==> src/rtl/chan_sel_mux.sv <==
// chan_sel_mux: registered N-channel selector with DIRECT, SCAN (round-robin
// with programmable dwell) and HOLD modes. All outputs come from flops.
// Channel k of din occupies din[k*WIDTH +: WIDTH].
//
// Handshake: dout_valid is a one-cycle qualifier with no back-pressure. It is
// high for exactly the cycles in which dout was loaded with fresh channel data
// (DIRECT with an in-range select, or any SCAN cycle). It is low otherwise.
module chan_sel_mux #(
  parameter int CHANNELS = 4,
  parameter int WIDTH    = 1,
  parameter int SEL_W    = 2,
  parameter int DWELL_W  = 4
) (
  input  logic                      clk,
  input  logic                      rst,
  input  logic                      en,
  input  logic [1:0]                mode,
  input  logic [SEL_W-1:0]          sel,
  input  logic [DWELL_W-1:0]        dwell,
  input  logic [CHANNELS*WIDTH-1:0] din,
  output logic [WIDTH-1:0]          dout,
  output logic                      dout_valid,
  output logic [SEL_W-1:0]          cur_chan,
  output logic                      scan_wrap,
  output logic                      sel_err
);

  typedef enum logic [1:0] {
    MODE_DIRECT = 2'b00,
    MODE_SCAN   = 2'b01,
    MODE_HOLD   = 2'b10,
    MODE_RSVD   = 2'b11
  } mode_e;

  // Channel count widened by one bit so it can be compared against sel.
  localparam logic [SEL_W:0]   CH_CNT  = (SEL_W+1)'(CHANNELS);
  localparam logic [SEL_W-1:0] LAST_CH = SEL_W'(CHANNELS-1);

  // Registered state
  logic [WIDTH-1:0]   r_dout;
  logic               r_valid;
  logic [SEL_W-1:0]   r_chan;       // doubles as the scan pointer
  logic               r_wrap;
  logic               r_err;
  logic [DWELL_W-1:0] r_cnt;
  mode_e              r_last_mode;

  // Next-state values
  logic [WIDTH-1:0]   w_dout_nxt;
  logic               w_valid_nxt;
  logic [SEL_W-1:0]   w_chan_nxt;
  logic               w_wrap_nxt;
  logic               w_err_nxt;
  logic [DWELL_W-1:0] w_cnt_nxt;
  mode_e              w_last_nxt;

  // Scan datapath
  mode_e              w_mode;
  logic               w_sel_ok;
  logic               w_scan_entry;
  logic [SEL_W-1:0]   w_ptr;
  logic [DWELL_W-1:0] w_scan_cnt;
  logic               w_wrap_adv;
  logic [WIDTH-1:0]   w_sel_data;
  logic [WIDTH-1:0]   w_ptr_data;

  // Out-of-range indices return zero rather than reading past the bus.
  function automatic logic [WIDTH-1:0] chan_data(
    input logic [CHANNELS*WIDTH-1:0] bus,
    input logic [SEL_W-1:0]          idx
  );
    logic [WIDTH-1:0] data;
    data = '0;
    for (int k = 0; k < CHANNELS; k++) begin
      if (idx == SEL_W'(k)) data = bus[k*WIDTH +: WIDTH];
    end
    return data;
  endfunction

  assign w_mode       = mode_e'(mode);
  assign w_sel_ok     = ({1'b0, sel} < CH_CNT);
  assign w_scan_entry = (r_last_mode != MODE_SCAN);
  assign w_sel_data   = chan_data(din, sel);
  assign w_ptr_data   = chan_data(din, w_ptr);

  // Scan pointer / dwell counter: restart on entry, else count and advance.
  always_comb begin
    w_ptr      = r_chan;
    w_scan_cnt = r_cnt;
    w_wrap_adv = 1'b0;
    if (w_scan_entry) begin
      w_ptr      = w_sel_ok ? sel : '0;
      w_scan_cnt = '0;
    end else if (r_cnt == dwell) begin
      w_scan_cnt = '0;
      if (r_chan == LAST_CH) begin
        w_ptr      = '0;
        w_wrap_adv = 1'b1;
      end else begin
        w_ptr = r_chan + SEL_W'(1);
      end
    end else begin
      // Free-running wrap lets a shrunken dwell be caught on the next lap.
      w_scan_cnt = r_cnt + DWELL_W'(1);
    end
  end

  // Mode decode: next values for every register; defaults hold state.
  always_comb begin
    w_dout_nxt  = r_dout;
    w_valid_nxt = 1'b0;
    w_chan_nxt  = r_chan;
    w_wrap_nxt  = 1'b0;
    w_err_nxt   = r_err;
    w_cnt_nxt   = r_cnt;
    w_last_nxt  = r_last_mode;
    if (en) begin
      w_last_nxt = w_mode;
      case (w_mode)
        MODE_DIRECT: begin
          if (w_sel_ok) begin
            w_dout_nxt  = w_sel_data;
            w_chan_nxt  = sel;
            w_valid_nxt = 1'b1;
          end else begin
            w_dout_nxt = '0;
            w_err_nxt  = 1'b1;
          end
        end
        MODE_SCAN: begin
          w_dout_nxt  = w_ptr_data;
          w_chan_nxt  = w_ptr;
          w_valid_nxt = 1'b1;
          w_wrap_nxt  = w_wrap_adv;
          w_cnt_nxt   = w_scan_cnt;
        end
        default: begin
          // HOLD and reserved: freeze data, pointer and counter.
        end
      endcase
    end
  end

  // State register with synchronous reset; reset wins over en and mode.
  always_ff @(posedge clk) begin
    if (rst) begin
      r_dout      <= '0;
      r_valid     <= 1'b0;
      r_chan      <= '0;
      r_wrap      <= 1'b0;
      r_err       <= 1'b0;
      r_cnt       <= '0;
      r_last_mode <= MODE_HOLD;
    end else begin
      r_dout      <= w_dout_nxt;
      r_valid     <= w_valid_nxt;
      r_chan      <= w_chan_nxt;
      r_wrap      <= w_wrap_nxt;
      r_err       <= w_err_nxt;
      r_cnt       <= w_cnt_nxt;
      r_last_mode <= w_last_nxt;
    end
  end

  assign dout       = r_dout;
  assign dout_valid = r_valid;
  assign cur_chan   = r_chan;
  assign scan_wrap  = r_wrap;
  assign sel_err    = r_err;

endmodule

==> config.mk <==
export PLATFORM = sky130hd
export DESIGN_NAME = chan_sel_mux
export DESIGN_NICKNAME = d
export VERILOG_FILES = /design/src/rtl/chan_sel_mux.sv
export SDC_FILE = /design/constraint.sdc
export NUM_CORES = 1
export LEC_CHECK = 0
export BUFFER_PORTS_ARGS = -buffer_cell sky130_fd_sc_hd__buf_2
export CAP_MARGIN = 25
export CORE_MARGIN = 8
export CORE_UTILIZATION = 55
export CTS_BUF_LIST = sky130_fd_sc_hd__clkbuf_8
export DETAILED_ROUTE_END_ITERATION = 6
export PLACE_DENSITY_LB_ADDON = 0.25
export SLEW_MARGIN = 20
export SYNTH_ARGS = -nofsm -noshare
export SYNTH_HDL_FRONTEND = slang
export SYNTH_SLANG_ARGS = --single-unit
==> constraint.sdc <==
create_clock -name clk -period 2.9 [get_ports clk]
set_clock_uncertainty 0.15 [all_clocks]
set_input_delay 0.145 -clock clk [delete_from_list [all_inputs] [get_ports clk]]
set_output_delay 0.145 -clock clk [all_outputs]
set_load 0.01 [all_outputs]
==> results of run 1 <==
## area by class of cell
class	instances	area [sq um]
multi-input combinational	78	584
fill	127	485
sequential	11	220
timing repair buffer	19	95.1
clock buffer	3	41.3
tap	16	20.0
clock inverter	1	3.75
inverter	1	3.75
## kinds of logic after synthesis
logic type | share of synthesized area [%]
AND/OR/NAND/NOR | 29.8
buffers and inverters | 3.16
AO/OA/AOI/OAI | 21.4
XOR/XNOR | 9.34
other | 0.451
adder cells (fa/ha/maj) | 3.01
multiplexers | 6.33
flip-flops | 26.5
## registers in the layout, summed over array words and instances (netlist names)
| register | flops |
|---|---|
| dout_valid | 1 |
| dout | 1 |
| scan_wrap | 1 |
| cur_chan | 2 |
| r_cnt | 4 |
| r_last_mode | 2 |
## per-layer routing
| metal | vias up | wire length [um] | share of wire [%] | GRT usage, % |
|---|---|---|---|---|
| met2 | 36 | 886 | 45 | 23.6 |
| met4 | 0 | 34 | 1.7 | 7.38 |
| met3 | 5 | 160 | 8.1 | 2.99 |
| met5 | - | 0 | 0 | 0 |
| met1 | 354 | 889 | 45 | 17.1 |
| li1 | 395 | - | - | - |
## worst max-delay path, cell delays in order (launching register included)
cell and delay [ps]:
sky130_fd_sc_hd__dfxtp_1 380, sky130_fd_sc_hd__ha_1 290, sky130_fd_sc_hd__or3_4 390, sky130_fd_sc_hd__o2111a_1 250, sky130_fd_sc_hd__o2111ai_2 200, sky130_fd_sc_hd__o311ai_2 120
## power by group through the flow
stage / sequential [mW] / clock (mW) / combinational, mW
final: 0.162 / 0.148 / 0.0633
after global routing: 0.162 / 0.162 / 0.0692
after CTS: 0.162 / 0.150 / 0.0634
after detailed placement: 0.164 / 0 / 0.0627
after global placement: 0.164 / 0 / 0.0615
after floorplan: 0.165 / 0 / 0.0388
## cell usage in the layout, fill, tap and decap left out, types with 2 or more instances in the layout
cell,n
sky130_fd_sc_hd__a21oi_1,4
sky130_fd_sc_hd__o21ai_0,4
sky130_fd_sc_hd__buf_2,19
sky130_fd_sc_hd__nand2_1,8
sky130_fd_sc_hd__dfxtp_1,11
sky130_fd_sc_hd__xor2_1,3
sky130_fd_sc_hd__nand3_1,2
sky130_fd_sc_hd__or2_2,2
sky130_fd_sc_hd__inv_1,2
sky130_fd_sc_hd__clkbuf_8,3
sky130_fd_sc_hd__nand3b_1,2
sky130_fd_sc_hd__xnor2_1,4
sky130_fd_sc_hd__mux2i_1,3
sky130_fd_sc_hd__nor2_1,7
sky130_fd_sc_hd__nand2b_1,3
sky130_fd_sc_hd__ha_1,2
sky130_fd_sc_hd__and3_1,2
sky130_fd_sc_hd__nor3_1,5
## per-stage QoR
step,instances,instance area (sq um),hold slack [ps]
global route,129,968,92.8
global placement,125,923,310
CTS,129,968,65.6
finish,129,968,66.8
detailed placement,125,923,312
floorplan,93,831,142
## path summary, 6_finish.rpt
| path | from | endpoint | slack (ps) |
|---|---|---|---|
| setup / recovery | cur_chan[0] | dout | 1000 |
| hold / removal | rst | r_last_mode[0] | 70 |
| setup reg to reg | cur_chan[0] | dout | 1000 |
| hold reg to reg | cur_chan[1] | cur_chan[1] | 370 |
==> flow_summary.json, run 1 <==
{
  "die_area_sq_um": 3010,
  "worst_case_reg_to_reg_path_depth": 5,
  "synthMostInstantiatedCell": "sky130_fd_sc_hd__dfxtp_1",
  "ios": 21,
  "post_synth_inst_count": 93,
  "critical_path_peak_fanout": 8,
  "share_clk_of_total_power_pct": 39.7,
  "worst_slack_ps": 1000,
  "crit_type": "flop to flop",
  "outcome": "complete, no violations",
  "max_slew.worst_pin.slew_ps": 514,
  "clock_tree_from_tritoncts": "built",
  "cts_htree_levels": 1,
  "yosysUniqueCellTypes": 46,
  "route.final.wire_length_mm": 1.97,
  "grt_start_max_net_pins": 13,
  "timing.final.hold_violations": 0,
  "max_slew_violation_total_from_the_final_report": 0,
  "synth_warn": 0,
  "post_cts_resized": 0,
  "netSwitchingPower_mw": 0.0954,
  "mappedNetlistNets": 110,
  "syn_area_sq_um": 831,
  "hp-class": "input pin to flop",
  "initial_core_util_pct": 57.1,
  "die_h_um": 54.9,
  "floorplan.core_area_sq_um": 1450,
  "internal_power_mw": 0.278,
  "setup.worst_path.start_class": "flop",
  "ys_seq_elements": 11,
  "share_seq_of_total_power_pct": 43.4,
  "cellLeakagePower_nw": 0.407,
  "period_share_pct": 65.4,
  "seq_area_frac_synth_pct": 26.5,
  "rsz0062_at_grt": "false",
  "die_width_um": 54.9,
  "min_path_cells": 2,
  "power_density_nw_per_um2": 385,
  "detailedRoute.firstPassIterationCount": 4,
  "combPwrFrac_pct": 17.0,
  "number_of_buffers_on_the_longest_clock_path": 2,
  "drv_cap": 0,
  "cts_num_sinks": 11,
  "wl_per_cell_um": 15.3,
  "synth_top_cells_by_area": "sky130_fd_sc_hd__dfxtp_1 (27%), sky130_fd_sc_hd__xnor2_1 (4.2%), sky130_fd_sc_hd__mux2i_1 (3.6%), sky130_fd_sc_hd__nand2_1 (3.6%), sky130_fd_sc_hd__nor2_1 (3.2%)",
  "buffer_ports.inserted": 19,
  "setup_violations": 0,
  "drive_above_1_share_pct": 30.1,
  "dr_total_vias": 790,
  "layout.core_utilization_pct": 66.6,
  "synth_top_area_share_pct": 26.5,
  "hpwlAfterDp_mm": 1.59,
  "placementRows": 14,
  "flow.area_growth_from_synthesis_pct": 16.6,
  "worstSkewPairLatency_ps": 240,
  "overflow": 0,
  "antenna_found_initial": 0,
  "drc_errors": 0,
  "period_needed_ps": 1900,
  "antenna_viol_nets_final": 0,
  "relSlewSlack_pct": 65.4,
  "postCtsSetupRepairBufs": 0,
  "cts_root_buf": "sky130_fd_sc_hd__clkbuf_8",
  "global_route_wire_length_before_repair_mm": 3.18,
  "clock.fmax_mhz": 527,
  "setup_total_negative_slack_ps": 0,
  "timing.critical_path.required_ps": 2860,
  "track_usage_pct": 14.3,
  "num_antenna_cells": 0,
  "cp_data_arrival_time_ps": 1860,
  "irDropWorstVdd_uv": 300,
  "synth-main-ff-cell": "sky130_fd_sc_hd__dfxtp_1",
  "placement.setup.worst_slack_ps": 1020,
  "cts_inserted_buffers": 3,
  "synth_edf_count": 0,
  "synth-async-reset-ratio_pct": 0,
  "syn_avg_cell_area_sq_um": 8.93,
  "detailedRoute.firstIterationViolations": 25,
  "synth_area_leader_cell": "sky130_fd_sc_hd__dfxtp_1",
  "clk_pin_slew_ps": 50,
  "post_synth_most_frequent_cells": "sky130_fd_sc_hd__dfxtp_1 (11), sky130_fd_sc_hd__nand2_1 (8), sky130_fd_sc_hd__nor2_1 (7)",
  "first_global_vias": 757,
  "via_per_inst": 6.12,
  "final_nets": 131,
  "worstSetupEndpointType": "flop",
  "post_cts_hold_buffer_count": 0,
  "final_total_power_mw": 0.373,
  "sw_frac_of_total_pct": 25.6,
  "gp_routability_congestion": 0.916
}
(Power assumes the default switching activity.)
==> run 2, diff against run 1 <==
CORE_UTILIZATION = 54   (was 55)
clock period = 1.93 ns   (was 2.9 ns; I/O delays follow)
==> run 2 against run 1 <==
Net effect:
- critical endpoint unchanged
- highest routed layer unchanged
- sequential power grew 49%
- wire length grew 20%
- largest power group unchanged
- critical path depth is the same
==> flow_summary.json, run 2 (synthesis results as in run 1) <==
{
  "setup.worst_path.start_class": "flop",
  "final_common_cell": "sky130_fd_sc_hd__buf_2",
  "wl_per_cell_um": 17.1,
  "final_nets": 140,
  "critical_path_peak_fanout": 3,
  "overflow": 0,
  "number_of_buffers_on_the_longest_clock_path": 2,
  "timing.critical_path.required_ps": 1930,
  "regMostFlops": "r_cnt",
  "cellLeakagePower_nw": 0.464,
  "cts_num_sinks": 11,
  "floorplan.core_area_sq_um": 1470,
  "clock_tree_from_tritoncts": "built",
  "cts_inserted_buffers": 3,
  "setup_total_negative_slack_ps": 0,
  "placementRows": 14,
  "worst_hold_slack_ps": 10.7,
  "final_cell_mix": "sky130_fd_sc_hd__buf_2 (19), sky130_fd_sc_hd__dfxtp_1 (10), sky130_fd_sc_hd__buf_4 (9), sky130_fd_sc_hd__nand2_1 (8), sky130_fd_sc_hd__nor2_1 (7)",
  "num_antenna_cells": 0,
  "drv_cap": 0,
  "hp-class": "input pin to flop",
  "cts_root_buf": "sky130_fd_sc_hd__clkbuf_8",
  "detailedRoute.firstPassIterationCount": 4,
  "route.final.wire_length_mm": 2.36,
  "gp_routability_congestion": 0.893,
  "worstSkewPairLatency_ps": 240,
  "worstSetupEndpointType": "flop",
  "reg2reg_setup_slack_ps": 100,
  "die_h_um": 55.2,
  "initial_core_util_pct": 56.5,
  "min_path_cells": 3,
  "clock.fmax_mhz": 545,
  "max_slew_violation_total_from_the_final_report": 0,
  "detailedRoute.firstIterationViolations": 30,
  "timing.final.hold_violations": 0,
  "placement.setup.worst_slack_ps": 64.5,
  "first_global_vias": 892,
  "flow.area_growth_from_synthesis_pct": 32.2,
  "period_share_pct": 95.1,
  "irDropWorstVdd_uv": 515,
  "drc_errors": 0,
  "post_cts_hold_buffer_count": 0,
  "place_inst": 134,
  "largest_reg_flops": 4,
  "worst_slack_ps": 95.2,
  "setup_violations": 0,
  "clk_pin_slew_ps": 50,
  "power_density_nw_per_um2": 534,
  "grt_start_max_net_pins": 13,
  "crit_type": "flop to flop",
  "antenna_found_initial": 0,
  "die_width_um": 55.2,
  "via_per_inst": 6.17,
  "die_area_sq_um": 3050,
  "ios": 21,
  "global_route_wire_length_before_repair_mm": 4.18,
  "dr_total_vias": 852,
  "hpwlAfterDp_mm": 1.85,
  "antenna_viol_nets_final": 0,
  "drive_above_1_share_pct": 41.0,
  "worst_case_reg_to_reg_path_depth": 5,
  "cp_data_arrival_time_ps": 1840,
  "period_needed_ps": 1830,
  "buffer_ports.inserted": 19,
  "final_total_power_mw": 0.587,
  "outcome": "complete, no violations",
  "track_usage_pct": 16.0,
  "layoutNonFillerInstCount": 138,
  "cts_htree_levels": 1
}
## run 2: through the flow
step	instance area, sq um	utilization [%]
2_1_floorplan	831	-
3_3_place_gp	991	67.3
3_5_place_dp	991	67.3
4_1_cts	1040	70.4
5_1_grt	1100	74.7
6_report	1100	74.7
## run 2: what timing repair did
action / CTS / global route
setup buffers: 0 / 0
resized for setup: 0 / 9
setup endpoints to repair: 0 / 3
## run 2: final cells by class
class | count | area [sq um]
multi-input combinational | 78 | 646
fill | 110 | 373
sequential | 11 | 221
timing repair buffer | 28 | 163
clock buffer | 3 | 41.3
tap | 16 | 20.0
clock inverter | 1 | 3.75
inverter | 1 | 3.75
## run 2: path summary, 6_finish.rpt
path	startpoint	endpoint
max	r_cnt[1]	dout
min	en	r_last_mode[1]
max reg2reg	r_cnt[1]	dout
min reg2reg	cur_chan[1]	cur_chan[1]
## run 2: where the power goes
group / total [mW] / switching, mW / leakage, nW / internal, mW
Combinational: 0.116 / 0.0635 / 0.347 / 0.0526
Clock: 0.229 / 0.0892 / 0.0269 / 0.140
Sequential: 0.241 / 0.00662 / 0.0901 / 0.235
Total: 0.587 / 0.159 / 0.464 / 0.427
## run 2: per-layer routing
metal	wire length, um	global-route usage, %	vias up	share of wire, %
li1	-	-	400	-
met1	1040	19.4	410	44
met2	1120	25.2	37	47
met3	158	3.65	5	6.7
met4	45	9.15	0	1.9
met5	0	0	-	0
## run 2: worst max-delay path: stages, from the launching register on
cell	delay, ps
sky130_fd_sc_hd__dfxtp_1	360
sky130_fd_sc_hd__xor2_2	220
sky130_fd_sc_hd__o41ai_4	420
sky130_fd_sc_hd__o211ai_2	160
sky130_fd_sc_hd__mux2i_2	190
sky130_fd_sc_hd__o311ai_2	250
